`src/rtl/mem_access_stage_if.sv`:
```
// mem_access_stage_if: data memory request/response bus between the MEM stage and data memory
interface mem_access_stage_if;
    logic        req;
    logic        we;
    logic [31:0] addr;
    logic [31:0] wdata;
    logic [3:0]  mask;
    logic        ready;
    logic        rvalid;
    logic [31:0] rdata;
    modport master (output req, we, addr, wdata, mask, input ready, rvalid, rdata);
    modport slave  (input req, we, addr, wdata, mask, output ready, rvalid, rdata);
endinterface

```
`src/rtl/mem_access_stage.sv`:
```
// mem_access_stage: RV32I MEM stage running loads/stores on the data memory bus with alignment checks and a watchdog
module mem_access_stage #(
    parameter int MAX_WAIT = 16
) (
    input  logic               i_clk,
    input  logic               i_rst,
    input  logic               i_valid,
    input  logic               i_mem_read,
    input  logic               i_mem_write,
    input  logic [2:0]         i_funct3,
    input  logic [31:0]        i_addr,
    input  logic [31:0]        i_store_data,
    mem_access_stage_if.master dmem,
    output logic               o_stall,
    output logic [31:0]        o_mem_data_out,
    output logic               o_done,
    output logic               o_misalign,
    output logic               o_bus_err
);
    typedef enum logic [1:0] {IDLE, REQ, WAIT} state_t;
    localparam int CW = (MAX_WAIT > 1) ? $clog2(MAX_WAIT + 1) : 1;
    localparam logic [CW-1:0] WD_LAST = CW'((MAX_WAIT > 0) ? MAX_WAIT - 1 : 0);

    state_t        state_q, state_d;
    logic [CW-1:0] wd_cnt;
    logic [29:0]   word_q;
    logic [1:0]    off_q;
    logic [2:0]    funct3_q;
    logic          we_q;
    logic [31:0]   wdata_q;
    logic [3:0]    mask_q;
    logic          access, aligned, start, complete, capture, timeout;
    logic [31:0]   shifted, load_val;

    assign access   = i_valid & (i_mem_read | i_mem_write);
    assign aligned  = i_funct3[1] ? (i_addr[1:0] == 2'b00) : (i_funct3[0] ? !i_addr[0] : 1'b1);
    assign start    = access & aligned;
    assign shifted  = dmem.rdata >> {off_q, 3'b000};
    assign load_val = funct3_q[1] ? shifted :
                      funct3_q[0] ? {{16{!funct3_q[2] & shifted[15]}}, shifted[15:0]} :
                                    {{24{!funct3_q[2] & shifted[7]}}, shifted[7:0]};

    assign dmem.req   = state_q == REQ;
    assign dmem.we    = we_q;
    assign dmem.addr  = {word_q, 2'b00};
    assign dmem.wdata = wdata_q;
    assign dmem.mask  = mask_q;

    // next state, completion/timeout decisions and the pipeline stall
    always_comb begin
        state_d  = state_q;
        complete = 1'b0;
        capture  = 1'b0;
        unique case (state_q)
            IDLE: if (start) state_d = REQ;
            REQ: if (dmem.ready) begin
                complete = we_q | dmem.rvalid;
                capture  = !we_q & dmem.rvalid;
                state_d  = WAIT;
            end
            WAIT: begin
                complete = dmem.rvalid;
                capture  = dmem.rvalid;
            end
            default: state_d = IDLE;
        endcase
        timeout = (MAX_WAIT != 0) && (state_q != IDLE) && !complete && (wd_cnt == WD_LAST);
        if (complete || timeout) state_d = IDLE;
        o_stall = (state_q == IDLE) ? start : !(complete || timeout);
    end

    // state register; reset drops the request immediately
    always_ff @(posedge i_clk or negedge i_rst) begin
        if (!i_rst) state_q <= IDLE;
        else        state_q <= state_d;
    end

    // request latch, watchdog counter and registered result/pulses
    always_ff @(posedge i_clk or negedge i_rst) begin
        if (!i_rst) begin
            wd_cnt         <= '0;
            word_q         <= '0;
            off_q          <= '0;
            funct3_q       <= '0;
            we_q           <= 1'b0;
            wdata_q        <= '0;
            mask_q         <= '0;
            o_mem_data_out <= '0;
            o_done         <= 1'b0;
            o_misalign     <= 1'b0;
            o_bus_err      <= 1'b0;
        end else begin
            wd_cnt     <= (state_q == IDLE) ? '0 : wd_cnt + 1'b1;
            o_done     <= complete;
            o_misalign <= (state_q == IDLE) && access && !aligned;
            o_bus_err  <= timeout;
            if (state_q == IDLE && start) begin
                word_q   <= i_addr[31:2];
                off_q    <= i_addr[1:0];
                funct3_q <= i_funct3;
                we_q     <= i_mem_write;
                wdata_q  <= i_store_data << {i_addr[1:0], 3'b000};
                mask_q   <= i_funct3[1] ? 4'b1111 : (i_funct3[0] ? 4'b0011 : 4'b0001) << i_addr[1:0];
            end
            if (capture)      o_mem_data_out <= load_val;
            else if (timeout) o_mem_data_out <= '0;
        end
    end
endmodule

```
`src/flat_wrapper.sv`:
```
// flat-port wrapper written by rule: the top's interface ports become plain ports
module mem_access_stage_flat 
#(
    parameter int MAX_WAIT = 16
)
  (i_clk, i_rst, i_valid, i_mem_read, i_mem_write, i_funct3, i_addr, i_store_data, o_stall, o_mem_data_out, o_done, o_misalign, o_bus_err, dmem_req, dmem_we, dmem_addr, dmem_wdata, dmem_mask, dmem_ready, dmem_rvalid, dmem_rdata);
  mem_access_stage_if dmem_i ();
  input  logic i_clk;
  input  logic i_rst;
  input  logic i_valid;
  input  logic i_mem_read;
  input  logic i_mem_write;
  input  logic [2:0] i_funct3;
  input  logic [31:0] i_addr;
  input  logic [31:0] i_store_data;
  output logic o_stall;
  output logic [31:0] o_mem_data_out;
  output logic o_done;
  output logic o_misalign;
  output logic o_bus_err;
  output wire logic [$bits(dmem_i.req)-1:0] dmem_req;
  output wire logic [$bits(dmem_i.we)-1:0] dmem_we;
  output wire logic [$bits(dmem_i.addr)-1:0] dmem_addr;
  output wire logic [$bits(dmem_i.wdata)-1:0] dmem_wdata;
  output wire logic [$bits(dmem_i.mask)-1:0] dmem_mask;
  input wire logic [$bits(dmem_i.ready)-1:0] dmem_ready;
  input wire logic [$bits(dmem_i.rvalid)-1:0] dmem_rvalid;
  input wire logic [$bits(dmem_i.rdata)-1:0] dmem_rdata;
  assign dmem_req = dmem_i.req;
  assign dmem_we = dmem_i.we;
  assign dmem_addr = dmem_i.addr;
  assign dmem_wdata = dmem_i.wdata;
  assign dmem_mask = dmem_i.mask;
  assign dmem_i.ready = dmem_ready;
  assign dmem_i.rvalid = dmem_rvalid;
  assign dmem_i.rdata = dmem_rdata;
  mem_access_stage #(.MAX_WAIT(MAX_WAIT)) u_core (.i_clk(i_clk), .i_rst(i_rst), .i_valid(i_valid), .i_mem_read(i_mem_read), .i_mem_write(i_mem_write), .i_funct3(i_funct3), .i_addr(i_addr), .i_store_data(i_store_data), .dmem(dmem_i), .o_stall(o_stall), .o_mem_data_out(o_mem_data_out), .o_done(o_done), .o_misalign(o_misalign), .o_bus_err(o_bus_err));
endmodule
```
`config.mk`:
```
export PLATFORM = sky130hd
export DESIGN_NAME = mem_access_stage_flat
export DESIGN_NICKNAME = d
export VERILOG_FILES = /design/src/rtl/mem_access_stage_if.sv /design/src/rtl/mem_access_stage.sv /design/src/flat_wrapper.sv
export SDC_FILE = /design/constraint.sdc
export NUM_CORES = 1
export LEC_CHECK = 0
export BUFFER_PORTS_ARGS = -buffer_cell sky130_fd_sc_hd__buf_2
export CORE_ASPECT_RATIO = 0.75
export CORE_UTILIZATION = 30
export CTS_BUF_LIST = sky130_fd_sc_hd__clkbuf_8
export CTS_CLUSTER_DIAMETER = 50
export DETAILED_ROUTE_END_ITERATION = 7
export PLACE_DENSITY = 0.59
export SLEW_MARGIN = 20
export SYNTH_ARGS = -nofsm -noshare
export SYNTH_HDL_FRONTEND = slang
export SYNTH_SLANG_ARGS = --single-unit
export TNS_END_PERCENT = 5
```
`constraint.sdc`:
```
create_clock -name i_clk -period 5.27 [get_ports i_clk]
set_input_delay 0 -clock i_clk [delete_from_list [all_inputs] [get_ports i_clk]]
set_output_delay 0 -clock i_clk [all_outputs]
set_load 0.02 [all_outputs]
```
### After elaboration in Yosys (flattened, before gate mapping)

Index checks and enable logic that the tools add are counted.

| operators by class | value |
|---|---|
| bitwise gates (word level) | 7 |
| equal/unequal tests | 6 |
| reduce and logical (&&, ||, !) cells | 17 |
| $add $sub $neg | 1 |
| mux-type cells | 18 |
| shifts and indexed selects | 3 |

Operator list:

| kind | count |
|---|---|
| 32-bit two-way mux | 4 |
| 32-bit by 5-bit << shifter with 32-bit output | 1 |
| 32-bit by 5-bit right shift with 32-bit output | 1 |
| 2-bit two-way mux | 4 |
| 1-bit logical NOT | 6 |
| 3-bit by 1-bit inequality test with 1-bit output, second input constant | 2 |
| 2-bit one-hot mux with 3 select lines | 1 |
| 5-bit by 1-bit adder with 5-bit output, second input constant | 1 |
| 1-bit AND | 5 |
| 5-bit by 4-bit == test with 1-bit output, second input constant | 1 |
| 1-bit logical AND | 5 |
| 1-bit two-way mux | 5 |
| 5-bit two-way mux | 1 |
| 2-bit logical NOT | 2 |
| 4-bit two-way mux | 1 |
| 1-bit one-hot mux with 2 select lines | 2 |
| 2-bit nonzero test | 2 |
| 4-bit by 2-bit << shifter with 4-bit output | 1 |
| 3-bit AND reduction | 1 |
| 2-bit by 1-bit == test with 1-bit output, second input constant | 1 |
| 2-bit == test, second input constant | 1 |
| 2-bit by 1-bit inequality test with 1-bit output, second input constant | 1 |
| 1-bit OR | 2 |
| 1-bit logical OR | 1 |

| word-level totals | value |
|---|---|
| output and inout bits | 106 |
| word-level logic and storage cells | 64 |
| bits of input ports | 106 |
| register bits | 114 |

### Depth between registers and ports, before layout

Gate-level depths: netlist (run 1).

| logic depth | value |
|---|---|
| depth in word-level cells | 9 |
| mapped depth | 9 |

### Least setup slack after synthesis (run 1)

Ideal clock, no wire load.

| timing | value |
|---|---|
| path type | reg2reg |
| from | reg u_core.state_q[1] |
| to | reg u_core.o_mem_data_out[27] |
| setup slack | 3,196 ps |
| cell stages (with the launch flop) | 9 |
| arrival time | 1,948 ps |
| data required time | 5,144 ps |
| path buffers | 2 |
| path through | dfrtp_1 inv_1 ha_1 and3b_1 o211ai_2 nor2b_1 clkbuf_1 buf_2 a221o_1 |

| on the way | value |
|---|---|
| word-level cells in the longest chain between the ends | 6 |
| elaborated cells between the ends (all ways) | 10 |

RTL lines:

| item | RTL line | text |
|---|---|---|
| start, declared | mem_access_stage.sv:24 | `state_t state_q, state_d;` |
| start signal, assigned | mem_access_stage.sv:75 | `else state_q <= state_d;` |
| 2-bit by 1-bit == test with 1-bit output * | -- |  |
| net dmem_req | flat_wrapper.sv:21 | `output wire logic [$bits(dmem_i.req)-1:0] dmem_req;` |
| 1-bit one-hot mux with 2 select lines | mem_access_stage.sv:54 | `unique case (state_q)` |
| 1-bit logical NOT | mem_access_stage.sv:67 | `timeout = (MAX_WAIT != 0) && (state_q != IDLE) && !complete && (wd_cnt == WD_LAST);` |
| 1-bit logical AND (2 in series) | mem_access_stage.sv:67 |  |
| 2-bit nonzero test (no source line) | -- |  |
| end signal, assigned | mem_access_stage.sv:105 | `if (capture) o_mem_data_out <= load_val;` |
| end, declared | mem_access_stage.sv:15 | `output logic [31:0] o_mem_data_out,` |

Mark *: on every way through the listed nets, which the timed path passes. The rest lies on a longest branch.
A chain may end at the register's enable or synchronous reset.

### Final worst setup path (run 1)

| timing | value |
|---|---|
| from | reg u_core.state_q[0] |
| to | out o_stall |

| on the way | value |
|---|---|
| word-level cells in the longest chain between the ends | 8 |
| elaborated cells between the ends (all ways) | 11 |

RTL lines:

| item | RTL line | text |
|---|---|---|
| 2-bit == test or 2-bit by 1-bit == test with 1-bit output (tied branches) | mem_access_stage.sv:54 |  |
| 1-bit one-hot mux with 2 select lines | mem_access_stage.sv:54 |  |
| 1-bit logical NOT | mem_access_stage.sv:67 |  |
| 1-bit logical AND (2 in series) | mem_access_stage.sv:67 |  |
| 1-bit logical OR | mem_access_stage.sv:69 | `o_stall = (state_q == IDLE) ? start : !(complete \|\| timeout);` |
| 1-bit logical NOT | mem_access_stage.sv:69 |  |
| 1-bit two-way mux * | mem_access_stage.sv:69 |  |
| end, declared | flat_wrapper.sv:16 | `output logic o_stall;` |

Mark *: on every way between the ends. The rest lies on a longest branch, timed or not.

==> results of run 1 <==
[cell families after synthesis]
family,Yosys count,synth area share
other cells,1,0.000692
xor+xnor,4,0.00647
mux,84,0.170
simple gates,85,0.0719
fa+ha+maj,6,0.0139
flops,114,0.527
buf+inv,45,0.0393
compound gates,132,0.171
[how the worst min path moves through the flow]
stage	start	endpoint	slack, ns	depth (start not counted)
after detailed placement	i_rst	u_core.o_mem_data_out[12]	0.12	1
after CTS	dmem_rdata[14]	u_core.o_mem_data_out[14]	0.0001	4
after global placement	i_rst	u_core.o_mem_data_out[11]	0.1	1
after floorplan	i_rst	u_core.dmem.mask[0]	-0.30	0
final	dmem_rdata[0]	u_core.o_mem_data_out[0]	0.02	5
after global routing	dmem_rdata[16]	u_core.o_mem_data_out[16]	0.009	3
[cells in the mapped netlist (2+ instances only)]
cell type,number
buf_4,3
mux2i_1,31
mux2_1,44
dfrtp_1,114
a211oi_1,8
o21ai_1,18
o2bb2ai_1,9
inv_1,8
a221o_1,17
nand2b_1,3
a22o_1,8
nor2_1,25
o21ai_0,12
a21oi_1,34
ha_1,6
buf_2,14
and3_1,2
buf_1,4
nor2b_1,14
o31ai_1,9
nand2_1,35
clkbuf_1,14
buf_6,2
xnor2_1,3
mux2_2,8
[metal layers]
metal / track usage / share of wire
met1: 0.248 / 0.46
met2: 0.282 / 0.46
met3: 0.0583 / 0.072
met4: 0.0516 / 0.016
met5: 0 / 0.00077
[power groups by stage]
| stage | Clock, mW | Combinational, mW | Sequential [mW] |
|---|---|---|---|
| 2_1_floorplan | 0 | 0.777 | 1.89 |
| 3_3_place_gp | 0 | 1.72 | 1.53 |
| 3_5_place_dp | 0 | 1.75 | 1.54 |
| 4_1_cts | 0.907 | 1.81 | 1.54 |
| 5_1_grt | 0.945 | 1.95 | 1.59 |
| 6_report | 0.878 | 1.81 | 1.54 |
[sequential cells by signal, summed over array words and instances (netlist names), 2 cells and up]
name,count
u_core.o_mem_data_out,32
u_core.word_q,30
u_core.dmem.wdata,32
u_core.state_q,2
u_core.dmem.mask,4
u_core.wd_cnt,5
u_core.funct3_q,3
u_core.off_q,2
[area by class of cell]
class | instances | area, um2 | area share
Clock buffer | 17 | 234 | 0.0295
Clock inverter | 15 | 181 | 0.0229
Inverter | 8 | 30.0 | 0.00379
Multi-Input combinational cell | 313 | 2360 | 0.298
Sequential cell | 114 | 2850 | 0.360
Tap cell | 242 | 303 | 0.0382
Timing Repair Buffer | 300 | 1970 | 0.248
[worst register-to-register path, delay by kind of cell, from the launching register on]
family	cells	cell delay, ns
simple gates	1	0.70
buf+inv	2	0.62
mux	1	0.44
fa+ha+maj	1	0.42
flops	1	0.39
==> summary.txt, run 1 <==
Yosys
  – Post-synth top area cell: dfrtp_1
  – Sequential area share after synthesis: 0.527
  – Cell Area, Synth: 5420 um2
  – Yosys warns: 0
  – Post-synthesis area per instance: 11.5 um2
  – Yosys reg bits: 114
  – Most used DFF post-synth: dfrtp_1
  – Synth area leaders: dfrtp_1, mux2_1, mux2i_1
  – Asr flop ratio synth: 1.00
  – Cell count after synthesis: 471
  – Synth top area share: 0.527
  – Count of cell types in the netlist: 51
  – EDFF count, synth: 0

Setup path
  – R2R Setup Slk: 2.57 ns
  – WP data required: around 5.3 ns
  – Setup crit start kind: flip-flop
  – CP top delay family: buffers and inverters
  – Setup crit start: u_core.state_q[0]
  – CP max stage delay: 0.70 ns
  – FF-to-FF End: u_core.word_q[7]
  – CP max FO: 83
  – CP Capture Point: o_stall
  – CP Data Arrival Time: 2.95 ns
  – Slowest-stage cell, CP: nand4_1
  – Crit. path cell count: 6
  – Crit path kind: reg2out
  – Worst Path Buf+Inv: 3
  – Crit Reg-Reg Startpoint: u_core.state_q[0]
  – R2R depth: 5
  – Crit. End Element: primary output
  – Critical path cell sequence: inv_1 > ha_1 > nand4_1 > buf_12 > o21ai_1 > buf_2

STA
  – Worst-Margin Slew: 0.936 ns
  – Setup TNS: 0 ns
  – RSZ-0062 raised after global routing: false
  – Setup violators final: 0
  – Worst Hold Slack: 0.0191 ns
  – Max-slew headroom: 0.376
  – Final Max Slew Viols: 0
  – PnR worst setup slack: 2.32 ns
  – Fin crit period: around 2.9 ns
  – Period utilization: 0.560
  – F_max: around 340 MHz
  – Worst Skew: between 0.01 and 0.015 ns
  – Hold Violations, Final: 0

Route
  – Routed vias: 4,923
  – Pre-antenna DRT Iters: 4
  – Residual DRC: 0
  – Final WL: 16.8 mm
  – DR vias/cell: 4.88
  – Antenna Violating Nets Remaining: 0
  – 1st-iter DRT viols: 288
  – Avg WL per Cell: 16.6 um

Final layout
  – Filler Cell Count: about 1,700
  – Area Growth Syn to Fin: 46.5%
  – N_diodes: 0
  – Share of cells above drive strength 1: 0.339
  – Final Util: 0.449
  – Commonest non-fill, non-tap cell in the layout: buf_2
  – Design area: a little under 8000 um2
  – Commonest cells after routing, fill and taps aside: buf_2, dfrtp_1, dlygate4sd3_1
  – Nets: 866
  – Finished Layout Cells: ~1,000

Global route
  – First-pass GRT wire length: between 20 and 30 mm
  – Initial antenna violation count: 1
  – Remaining Overflow, GRT: 0
  – Number of global-route vias before repair: 4,905
  – Largest net degree at the start of global routing: 84
  – Overall routing resource usage: 0.184

CTS
  – CTS clk-pin slew, worst paths: 0.08 ns
  – Clock tree buffer depth: 2
  – Cts hold-fix bufs: 89
  – # Post-CTS Setup Buffers: 0
  – Clk_lat worst skew: around 0.44 ns
  – CTS Buf Count: 17
  – H-Tree Depth: 4
  – TritonCTS Sinks: 114
  – Root buffer cell: clkbuf_8
  – # resized after CTS: 0
  – CTS tree: yes

Pwr
  – Flop pwr share: 0.365
  – Switching share of power: 0.417
  – Internal power: 2.47 mW
  – Clock group share of total power: 0.207
  – Power, Total: 4.23 mW
  – Power Density: 533 nW/um2
  – Logic gate share of total power: 0.428
  – Leak pwr: about 3.8 nW
  – NetSw: 1.76 mW
  – Max VDD drop: ~0.24 mV

Placement
  – Placed Cells: just under 900
  – Number of port buffers: 209
  – Post-DP HPWL: ~11 mm
  – GPL Wtd Cong: 0.866
  – DP Area: between 6000 and 7000 um2
  – Setup WS pre-CTS: approximately 2.2 ns

Floorplanning
  – Chip Height: 118 um
  – Die Area: 18,600 um2
  – Core Footprint: 17,700 um2
  – Chip width: 157 um
  – Row cnt: 42
  – Starting Density: 0.307
  – IO Count: about 210

Run
  – Max Cap Viol: 0

Worst hold path
  – Worst min path class: in2reg

Outcome
  – Outcome: finished, final reports clean
Note: power is estimated with default switching activity, not from simulation.
==> inputs of run 2 (changes only) <==
- ABC_AREA: not set -> 1
- PLACE_DENSITY: 0.59 -> 0.58
- clock period: 5.27 -> 3.1 ns (I/O delays scaled with it)
==> run 2 against run 1 <==
  * Utilization fell by 1.4 points
  * Clock power rose by 58%
  * Critical endpoint is now u_core.dmem.mask[3]
  * Clock skew fell by 0.0057 ns
  * Via count rose by 25%
  * Largest power group unchanged
  * Final area rose by 6.2%
==> summary.txt, run 2 <==
Worst hold path
  – Worst min path class: in2reg

Yosys
  – Post-synthesis xor/xnor area fraction: 0 (-0.00647)
  – Post-synthesis mux area share: 0 (-0.170)
  – Main combinational cell family by area after synthesis: simple AND/OR/NAND/NOR gates
  – Yosys reg bits: 114 (unchanged)
  – Post-Synth Simple-Gate Area: 0.312 (+0.240)
  – Asr flop ratio synth: 1.00 (unchanged)
  – Sequential area share after synthesis: 0.480 (-0.0464)
  – Post-synth top area cell: dfrtp_1
  – EDFF count, synth: 0 (unchanged)
  – Compound-Gate Fraction of Synth Area: 0.106 (-0.0652)
  – Count of cell types in the netlist: 31 (-39%)
  – Synth top area share: 0.480 (-0.0464)
  – Most used DFF post-synth: dfrtp_1
  – Synth area leaders: dfrtp_1, nand2_1, nand3_1
  – Synth cell count leaders: nand2_1, dfrtp_1, nand3_1
  – Yosys warns: 0 (unchanged)
  – Synth Area in Adders: 0.0126 (-0.00122)
  – Cell Area, Synth: 5940 um2 (+9.7%)
  – Post-synthesis area per instance: 7.62 um2 (-34%)
  – Count leader, synth: nand2_1
  – Cell count after synthesis: 779 (+65%)

Global route
  – Number of global-route vias before repair: 5,891 (+20%)
  – Remaining Overflow, GRT: 0 (unchanged)
  – Largest net degree at the start of global routing: 90 (+7.1%)
  – Overall routing resource usage: 0.191 (+0.00735)
  – Initial antenna violation count: 1 (unchanged)
  – First-pass GRT wire length: 30.2 mm (+15%)

CTS
  – CTS tree: yes
  – H-Tree Depth: 4 (unchanged)
  – TritonCTS Sinks: 114 (unchanged)
  – # resized after CTS: 0 (unchanged)
  – CTS clk-pin slew, worst paths: 0.08 ns (about the same)
  – Cts hold-fix bufs: 98 (+10%)
  – Clk_lat worst skew: 0.44 ns (about the same)
  – CTS Buf Count: 17 (unchanged)
  – # Post-CTS Setup Buffers: 0 (unchanged)
  – Clock tree buffer depth: 2 (unchanged)
  – Root buffer cell: clkbuf_8

Floorplanning
  – Die Area: 20,400 um2 (+9.5%)
  – Row cnt: 44 (+4.8%)
  – Chip width: 164 um (+4.7%)
  – IO Count: 212 (unchanged)
  – Starting Density: 0.306 (about the same)
  – Chip Height: 124 um (+4.6%)
  – Core Footprint: 19,400 um2 (+9.8%)

Route
  – WL met1: 8.73 mm (+14%)
  – DR vias/cell: 4.62 (-5.4%)
  – Antenna Violating Nets Remaining: 0 (unchanged)
  – Routed vias: 6,146 (+25%)
  – Pre-antenna DRT Iters: 5 (+1)
  – WL met3: 1.54 mm (+27%)
  – Routed wire length on met2: 8.43 mm (+10%)
  – Final WL: 18.9 mm (+13%)
  – Top Metal Used: met4
  – Avg WL per Cell: 14.2 um (-15%)
  – Residual DRC: 0 (unchanged)
  – 1st-iter DRT viols: 447 (+55%)

Final layout
  – Commonest cells after routing, fill and taps aside: nand2_1, buf_2, dfrtp_1
  – Commonest non-fill, non-tap cell in the layout: nand2_1
  – Area Growth Syn to Fin: 41.9%
  – Design area: 8430 um2 (+6.2%)
  – Share of cells above drive strength 1: 0.254 (-0.0846)
  – Nets: 1,176 (+36%)

Pwr
  – Power Density: 903 nW/um2 (+69%)
  – Max VDD drop: 0.454 mV (+90%)
  – Leak pwr: 4.59 nW (+20%)

Setup path
  – Crit. End Element: flip-flop
  – CP Data Arrival Time: 3.10 ns (+0.15 ns)
  – Slowest-stage cell, CP: buf_4
  – WP data required: 3.42 ns (-1.85 ns)
  – Critical path cell sequence: inv_1 > ha_1 > inv_1 > nor2_1 > nand2_4 > buf_4 > nor2_4 > o21ai_1 > nand3_1 > dlygate4sd3_1
  – Most used cell along the critical path: inv_1
  – Setup crit start kind: flip-flop
  – Crit path kind: reg2reg
  – CP max FO: 89 (+7.2%)
  – CP max stage delay: 0.67 ns (-0.03 ns)

Placement
  – Number of port buffers: 209 (unchanged)
  – Post-DP HPWL: 12.4 mm (+9.8%)
  – DP Area: 7060 um2 (+6.7%)
  – GPL Wtd Cong: 0.861 (-0.57%)

STA
  – Hold Violations, Final: 0 (unchanged)
  – Worst Skew: 0.00635 ns (-0.00566 ns)
  – Max-slew headroom: 0.359 (-0.0172)
  – F_max: ~360 MHz
  – Worst-Margin Slew: 0.962 ns (+0.0259 ns)
  – Setup violators final: 0 (unchanged)
  – Final Max Slew Viols: 0 (unchanged)
  – RSZ-0062 raised after global routing: false
  – Fin crit period: 2.78 ns
  – Setup TNS: 0 ns (unchanged)
  – Period utilization: 0.898

Outcome
  – Outcome: finished, final reports clean

Run
  – Max Cap Viol: 0 (unchanged)
-- run 2: cells by family (layout without fill, tap and decap cells) --
| kind of cell | count (synthesis) | after routing |
|---|---|---|
| buffers and inverters | 103 | 400 |
| other | 1 | 3 |
| DFF | 114 | 114 |
| and+or+nand+nor | 453 | 453 |
| adders and majority gates | 6 | 6 |
| AOI/OAI and AO/OA | 102 | 102 |
-- run 2: layout make-up --
cell class | count | area [um2]
fillers | 1978 | 11000
flip-flops and latches | 114 | 2850
multi-input cells | 563 | 2560
repair buffers | 316 | 2100
well taps | 253 | 317
clock buffers | 17 | 234
inverters | 52 | 208
clock inverters | 15 | 150
diodes | 1 | 2.50
-- run 2: where the power goes --
group	internal (mW)	switching, mW	leakage (nW)
Combinational	1.31	2.35	2.95
Sequential	2.14	0.422	1.45
Clock	0.658	0.730	0.194
-- run 2: per-stage QoR --
stage | utilization | power (mW) | setup WS, ns | cells | hold slack, ns
after floorplan | - | 4.93 | 1.38 | 780 | -0.296
after global placement | 0.364 | 5.97 | 0.910 | 1200 | 0.172
after detailed placement | 0.364 | 6.00 | 0.865 | 1200 | 0.167
after CTS | 0.435 | 7.66 | 0.357 | 1330 | 0.00113
after global routing | 0.435 | 8.23 | 0.126 | 1330 | 0.0185
final | 0.435 | 7.61 | 0.318 | 1331 | 0.0350
-- run 2: layer usage --
metal  global-route usage  vias to the layer above
li1                     -                     3052
met1                0.254                     2836
met2                0.296                      243
met3               0.0599                       15
met4               0.0619                        0
met5                    0                        -
-- run 2: worst paths after layout --
kind,startpoint,to,slack (ns),depth (start not counted)
max in group asynchronous,i_rst,u_core.o_mem_data_out[26],2.03,3
worst max register to register,u_core.state_q[0],u_core.dmem.mask[3],0.32,10
worst max-delay path,u_core.state_q[0],u_core.dmem.mask[3],0.32,10
worst min register to register,u_core.wd_cnt[0],u_core.wd_cnt[0],0.46,1
min in group asynchronous,i_rst,u_core.o_mem_data_out[13],0.21,2
worst min-delay path,dmem_rdata[16],u_core.o_mem_data_out[0],0.04,5
-- run 2: critical path: cells and delay by family (launching register included) --
kind | cells | cell delay [ns]
AOI/OAI and AO/OA | 1 | 0.12
adders and majority gates | 1 | 0.27
DFF | 1 | 0.37
and+or+nand+nor | 4 | 0.34
buffers and inverters | 4 | 1.46
